<file path="config.mk">
export PLATFORM = sky130hd
export DESIGN_NAME = panda_fetch_buffer
export DESIGN_NICKNAME = d
export VERILOG_FILES = /design/src/rtl/panda_fetch_buffer.sv
export SDC_FILE = /design/constraint.sdc
export NUM_CORES = 1
export LEC_CHECK = 0
export ABC_CLOCK_PERIOD_IN_PS = 7600
export BUFFER_PORTS_ARGS = -buffer_cell sky130_fd_sc_hd__buf_2
export CORE_ASPECT_RATIO = 1.5
export CORE_UTILIZATION = 60
export CTS_CLUSTER_SIZE = 24
export DETAILED_ROUTE_END_ITERATION = 8
export GPL_ROUTABILITY_DRIVEN = 0
export PLACE_DENSITY = 0.84
export SYNTH_ARGS = -nofsm -noshare
export SYNTH_HDL_FRONTEND = slang
export SYNTH_SLANG_ARGS = --single-unit
</file>
<file path="constraint.sdc">
create_clock -name clk_i -period 7.6 [get_ports clk_i]
set_input_delay 0.76 -clock clk_i [delete_from_list [all_inputs] [get_ports clk_i]]
set_output_delay 0.76 -clock clk_i [all_outputs]
set_load 0.02 [all_outputs]
</file>
<file path="src/rtl/panda_fetch_buffer.sv">
// Instruction fetch front-end: issues word fetches over req/gnt/rvalid, buffers
// returned words with their PCs in an in-order FIFO and flushes on redirect.
module panda_fetch_buffer #(
  parameter int unsigned DEPTH     = 2,
  parameter logic [31:0] BOOT_ADDR = 32'h0000_0000
) (
  input  logic        clk_i,
  input  logic        rst_i,
  output logic        instr_req_o,
  input  logic        instr_gnt_i,
  output logic [31:0] instr_addr_o,
  input  logic        instr_rvalid_i,
  input  logic [31:0] instr_rdata_i,
  input  logic        redirect_i,
  input  logic [31:0] redirect_pc_i,
  output logic        instr_valid_o,
  output logic [31:0] instr_o,
  output logic [31:0] instr_pc_o,
  input  logic        instr_ready_i
);
  localparam int unsigned AW      = $clog2(DEPTH);
  localparam int unsigned CW      = AW + 1;
  localparam logic [CW:0] DEPTH_C = (CW+1)'(DEPTH);
  localparam logic [31:0] PC_MASK = 32'hFFFF_FFFC;

  logic [31:0]   fetch_pc;
  logic [31:0]   resp_pc;
  logic [CW-1:0] outstanding;
  logic [CW-1:0] discard;
  logic [CW-1:0] count;
  logic [AW-1:0] rd_ptr;
  logic [AW-1:0] wr_ptr;
  logic [31:0]   word_mem [DEPTH];
  logic [31:0]   pc_mem   [DEPTH];

  logic [CW:0]   credit_used;
  logic [CW-1:0] outstanding_nxt;
  logic [31:0]   redirect_pc;
  logic          granted;
  logic          resp_ok;
  logic          push;
  logic          pop;

  // Every granted-but-unanswered fetch reserves a FIFO slot, so responses
  // can always be accepted without backpressure.
  assign credit_used = {1'b0, outstanding} + {1'b0, count};
  assign instr_req_o = !rst_i && !redirect_i && (credit_used < DEPTH_C);
  assign instr_addr_o = fetch_pc;

  assign granted = instr_req_o && instr_gnt_i;
  assign resp_ok = instr_rvalid_i && (outstanding != '0);
  assign push    = resp_ok && (discard == '0) && !redirect_i;
  assign pop     = instr_valid_o && instr_ready_i && !redirect_i;

  assign outstanding_nxt = outstanding + CW'(granted) - CW'(resp_ok);
  assign redirect_pc     = redirect_pc_i & PC_MASK;

  assign instr_valid_o = !rst_i && (count != '0);
  assign instr_o       = word_mem[rd_ptr];
  assign instr_pc_o    = pc_mem[rd_ptr];

  // Control state: fetch/response PCs, credit counters, FIFO pointers.
  always_ff @(posedge clk_i) begin
    if (rst_i) begin
      fetch_pc    <= BOOT_ADDR & PC_MASK;
      resp_pc     <= BOOT_ADDR & PC_MASK;
      outstanding <= '0;
      discard     <= '0;
      count       <= '0;
      rd_ptr      <= '0;
      wr_ptr      <= '0;
    end else if (redirect_i) begin
      // Whatever is still in flight after this cycle belongs to the old path.
      fetch_pc    <= redirect_pc;
      resp_pc     <= redirect_pc;
      outstanding <= outstanding_nxt;
      discard     <= outstanding_nxt;
      count       <= '0;
      rd_ptr      <= '0;
      wr_ptr      <= '0;
    end else begin
      if (granted) fetch_pc <= fetch_pc + 32'd4;
      outstanding <= outstanding_nxt;
      if (resp_ok && (discard != '0)) discard <= discard - CW'(1);
      if (push) begin
        resp_pc <= resp_pc + 32'd4;
        wr_ptr  <= wr_ptr + AW'(1);
      end
      if (pop) rd_ptr <= rd_ptr + AW'(1);
      count <= count + CW'(push) - CW'(pop);
    end
  end

  // FIFO storage: data only, no reset needed.
  always_ff @(posedge clk_i) begin
    if (push) begin
      word_mem[wr_ptr] <= instr_rdata_i;
      pc_mem[wr_ptr]   <= resp_pc;
    end
  end

`ifndef SYNTHESIS
  // A response with nothing outstanding is a memory-side protocol error.
  rvalid_without_request: assert property (
    @(posedge clk_i) disable iff (rst_i) instr_rvalid_i |-> (outstanding != '0));
`endif

endmodule

</file>
==> flow_metrics.env <==
export IMPL_drive_above_1_share=0.318
export IMPL_register_area_sq_mm=0.00511
export IMPL_synthArstFlopShare=0
export IMPL_clock_fmax_mhz=321
export IMPL_clk_sink_count=193
export IMPL_core_sq_mm=0.0140
export IMPL_p_total_mw=2.39
export IMPL_grt_first_pass_wirelength_mm=29.9
export IMPL_cp_cell_sequence="and2_1 > fa_1 > or3b_1 > or4_1 > or4_1 > a31oi_1"
export IMPL_netlist_area_pre_place_sq_mm=0.00860
export IMPL_layout_setup_ws_ns=4.48
export IMPL_synth_top_cell_area_share=0.433
export IMPL_h_tree_depth=4
export IMPL_synth_largest_area_cell="edfxtp_1"
export IMPL_cts_setup_buffers=0
export IMPL_cts_hold_buffers_added=0
export IMPL_fill_cells=980
export IMPL_critical_path_slowest_cell="or4_1"
export IMPL_worstPathBufferInverterCount=0
export IMPL_synth_enable_flop_cells=124
export IMPL_grt_usage=0.261
export IMPL_floorplan_initialDensity=0.614
export IMPL_final_instance_count_excl_fill=1063
export IMPL_p_int_mw=1.74
export IMPL_setup_tns_after_final_layout_ns=0
export IMPL_timing_setup_critical_path_class="reg2reg"
export IMPL_vias_in_the_first_global_route=6150
export IMPL_hold_viol_final=0
export IMPL_rsz0062_at_grt="false"
export IMPL_clkLatencyLatePin_ns=0.43
export IMPL_top_fanout_value_on_the_critical_path=10
export IMPL_dp_hpwl_mm=12.9
export IMPL_clk_root_buffer_cell="clkbuf_16"
export IMPL_drt_pass1_iterations=7
export IMPL_timing_reg2reg_setup_slack_ns=4.48
export IMPL_power_per_cell_area_mw_per_mm2=237
export IMPL_vdd_ir_drop_max_mv=0.157
export IMPL_timing_critical_path_max_delay_family="simple AND/OR/NAND/NOR gates"
export IMPL_fraction_of_the_yosys_area_taken_by_sequential_cells=0.594
export IMPL_synth_seq_cells=193
export IMPL_worstPathRequired_ns=7.96
export IMPL_setup_worst_path_start_class="flip-flop"
export IMPL_detail_route_wl_per_cell_um=17.8
export IMPL_power_switching_mw=0.647
export IMPL_antenna_cells=0
export IMPL_num_rows=53
export IMPL_yosysUniqueCellTypes=58
export IMPL_tritoncts="done"
export IMPL_number_of_max_capacitance_violations_reported=0
export IMPL_worstSetupEndpointType="flip-flop"
export IMPL_fin_skew_ns=0.0118
export IMPL_synth_most_common_cell="edfxtp_1"
export IMPL_postSynthCellCount=712
export IMPL_io_pins=168
export IMPL_cts_buffers_inserted=17
export IMPL_placed_cells=1031
export IMPL_timing_final_crit_period_ns=3.12
export IMPL_status="finished, final reports clean"
export IMPL_detail_route_drc_violations=0
export IMPL_placement_io_buffers=161
export IMPL_ctsLongestPathBuffers=2
export IMPL_fp_dieArea_sq_mm=0.0148
export IMPL_combPwrFrac=0.140
export IMPL_switching_share=0.271
export IMPL_synth_yosys_warnings=0
export IMPL_post_route_period_util=0.410
export IMPL_tightestPinTransition_ns=1.03
export IMPL_num_nets_final=936
export IMPL_grt_max_degree=78
export IMPL_netlist_top_cells_count="edfxtp_1, dfxtp_1, mux2_2, nand2_1, clkbuf_1"
export IMPL_die_h_um=149
export IMPL_slowest_delay_ns=0.72
export IMPL_share_seq_of_total_power=0.521
export IMPL_ys_dominant_reg_cell="edfxtp_1"
export IMPL_yosys_top_cells_area="edfxtp_1, dfxtp_1, mux2_2, xnor2_1, nand4_1"
export IMPL_timing_hold_worst_class="reg2reg"
export IMPL_finalWirelength_mm=18.9
export IMPL_ctsResizeCount=0
export IMPL_setup_violations=0
export IMPL_leakage_nw=3.69
export IMPL_maxSlewViolCount=0
export IMPL_pre_cts_slack_ns=4.31
export IMPL_layout_core_utilization=0.720
export IMPL_worst_path_most_repeated_cell="or4_1"
export IMPL_die_w_um=99.7
export IMPL_share_clk_of_total_power=0.339
export IMPL_worst_setup_hold_path_clk_slew_ns=0.07
export IMPL_overflow=0
export IMPL_antenna_found_initial=0
export IMPL_vias=6444
export IMPL_drt_iter0_drc=471
export IMPL_post_synthesis_mean_instance_area_sq_um=12.1
export IMPL_drtAntennaViolNets=0
export IMPL_vias_per_cell=6.06
export IMPL_max_slew_margin=0.309
export IMPL_area_growth_synth_to_final_pct=17.1
export IMPL_cp_arrival_ns=3.48
export IMPL_multi_input_area_sq_mm=0.00321
registers in the layout, indices dropped and copies added, names as in the netlist, named ones only:
name          flops
wr_ptr            1
count             2
pc_mem           60
discard           2
instr_addr_o     30
resp_pc          30
rd_ptr            1
word_mem         64
outstanding       2
placed cells by master, fill, tap and decap left out, types with 5 or more instances in the layout:
cell       netlist  layout
ha_1             7       7
or2_2            5       5
o21bai_1         5       5
clkbuf_16        0      17
edfxtp_1       124     124
dfxtp_1         69      68
nand4_1         25      25
nand2_1         37      37
xnor2_1         19      19
a211oi_1        20      20
nor4_1          20      20
mux2_2          64      64
nor3_1          21      21
nand3_1         19      19
a21oi_1         25      25
inv_1           31      31
xor2_1           7       7
and3_1          11      10
o21a_1           5       5
and2_1           5       5
or4_1            9       9
buf_4            4       7
o31ai_1         13      13
a21boi_0        14      14
nor2b_1          7       7
nor2_1          28      27
or3_1            8       8
o31a_1          13      13
a31oi_1          9       9
buf_2            2     161
and4_1           8       8
power groups by stage:
stage | combinational [mW] | sequential [mW] | clock [mW]
final | 0.335 | 1.25 | 0.811
after global placement | 0.319 | 1.26 | 0
after floorplan | 0.217 | 1.27 | 0
after global routing | 0.364 | 1.25 | 0.865
after CTS | 0.336 | 1.24 | 0.824
after detailed placement | 0.330 | 1.27 | 0
per-layer routing:
| metal | up-vias | part of all wire | global-route usage |
|---|---|---|---|
| met2 | 344 | 0.52 | 0.441 |
| met5 | - | 0 | 0 |
| li1 | 3001 | - | - |
| met4 | 0 | 0.032 | 0.134 |
| met3 | 55 | 0.062 | 0.0437 |
| met1 | 3044 | 0.39 | 0.320 |
per-stage QoR:
step | hold slack, ns | area, sq um
6_report | 0.513 | 10100
5_1_grt | 0.501 | 10100
4_1_cts | 0.495 | 10100
3_5_place_dp | 0.479 | 9530
3_3_place_gp | 0.470 | 9530
2_1_floorplan | 0.448 | 8610
path summary, 6_finish.rpt:
kind	start	end	cells past startpoint
setup reg to reg	outstanding[0]	instr_addr_o[21]	6
setup / recovery	outstanding[0]	instr_addr_o[21]	6
hold / removal	resp_pc[31]	pc_mem[0][31]	0
hold reg to reg	resp_pc[31]	pc_mem[0][31]	0
cell type report:
class | instances | share of cell area
Inverter | 32 | 0.0119
Multi-Input combinational cell | 446 | 0.319
Sequential cell | 193 | 0.507
Clock inverter | 14 | 0.0107
Tap cell | 192 | 0.0239
Clock buffer | 18 | 0.0426
Timing Repair Buffer | 168 | 0.0852
cells by family (layout without fill, tap and decap cells):
| kind of cell | count (synthesis) | count (layout) | share of synthesized area |
|---|---|---|---|
| compound gates | 126 | 126 | 0.105 |
| buf+inv | 76 | 232 | 0.0352 |
| xor+xnor | 26 | 26 | 0.0265 |
| flops | 193 | 193 | 0.594 |
| simple gates | 218 | 218 | 0.142 |
| other cells | 1 | 4 | 0.000436 |
| fa+ha+maj | 8 | 8 | 0.0125 |
| mux | 64 | 64 | 0.0838 |
No activity file was read; power rests on OpenSTA's default activity.
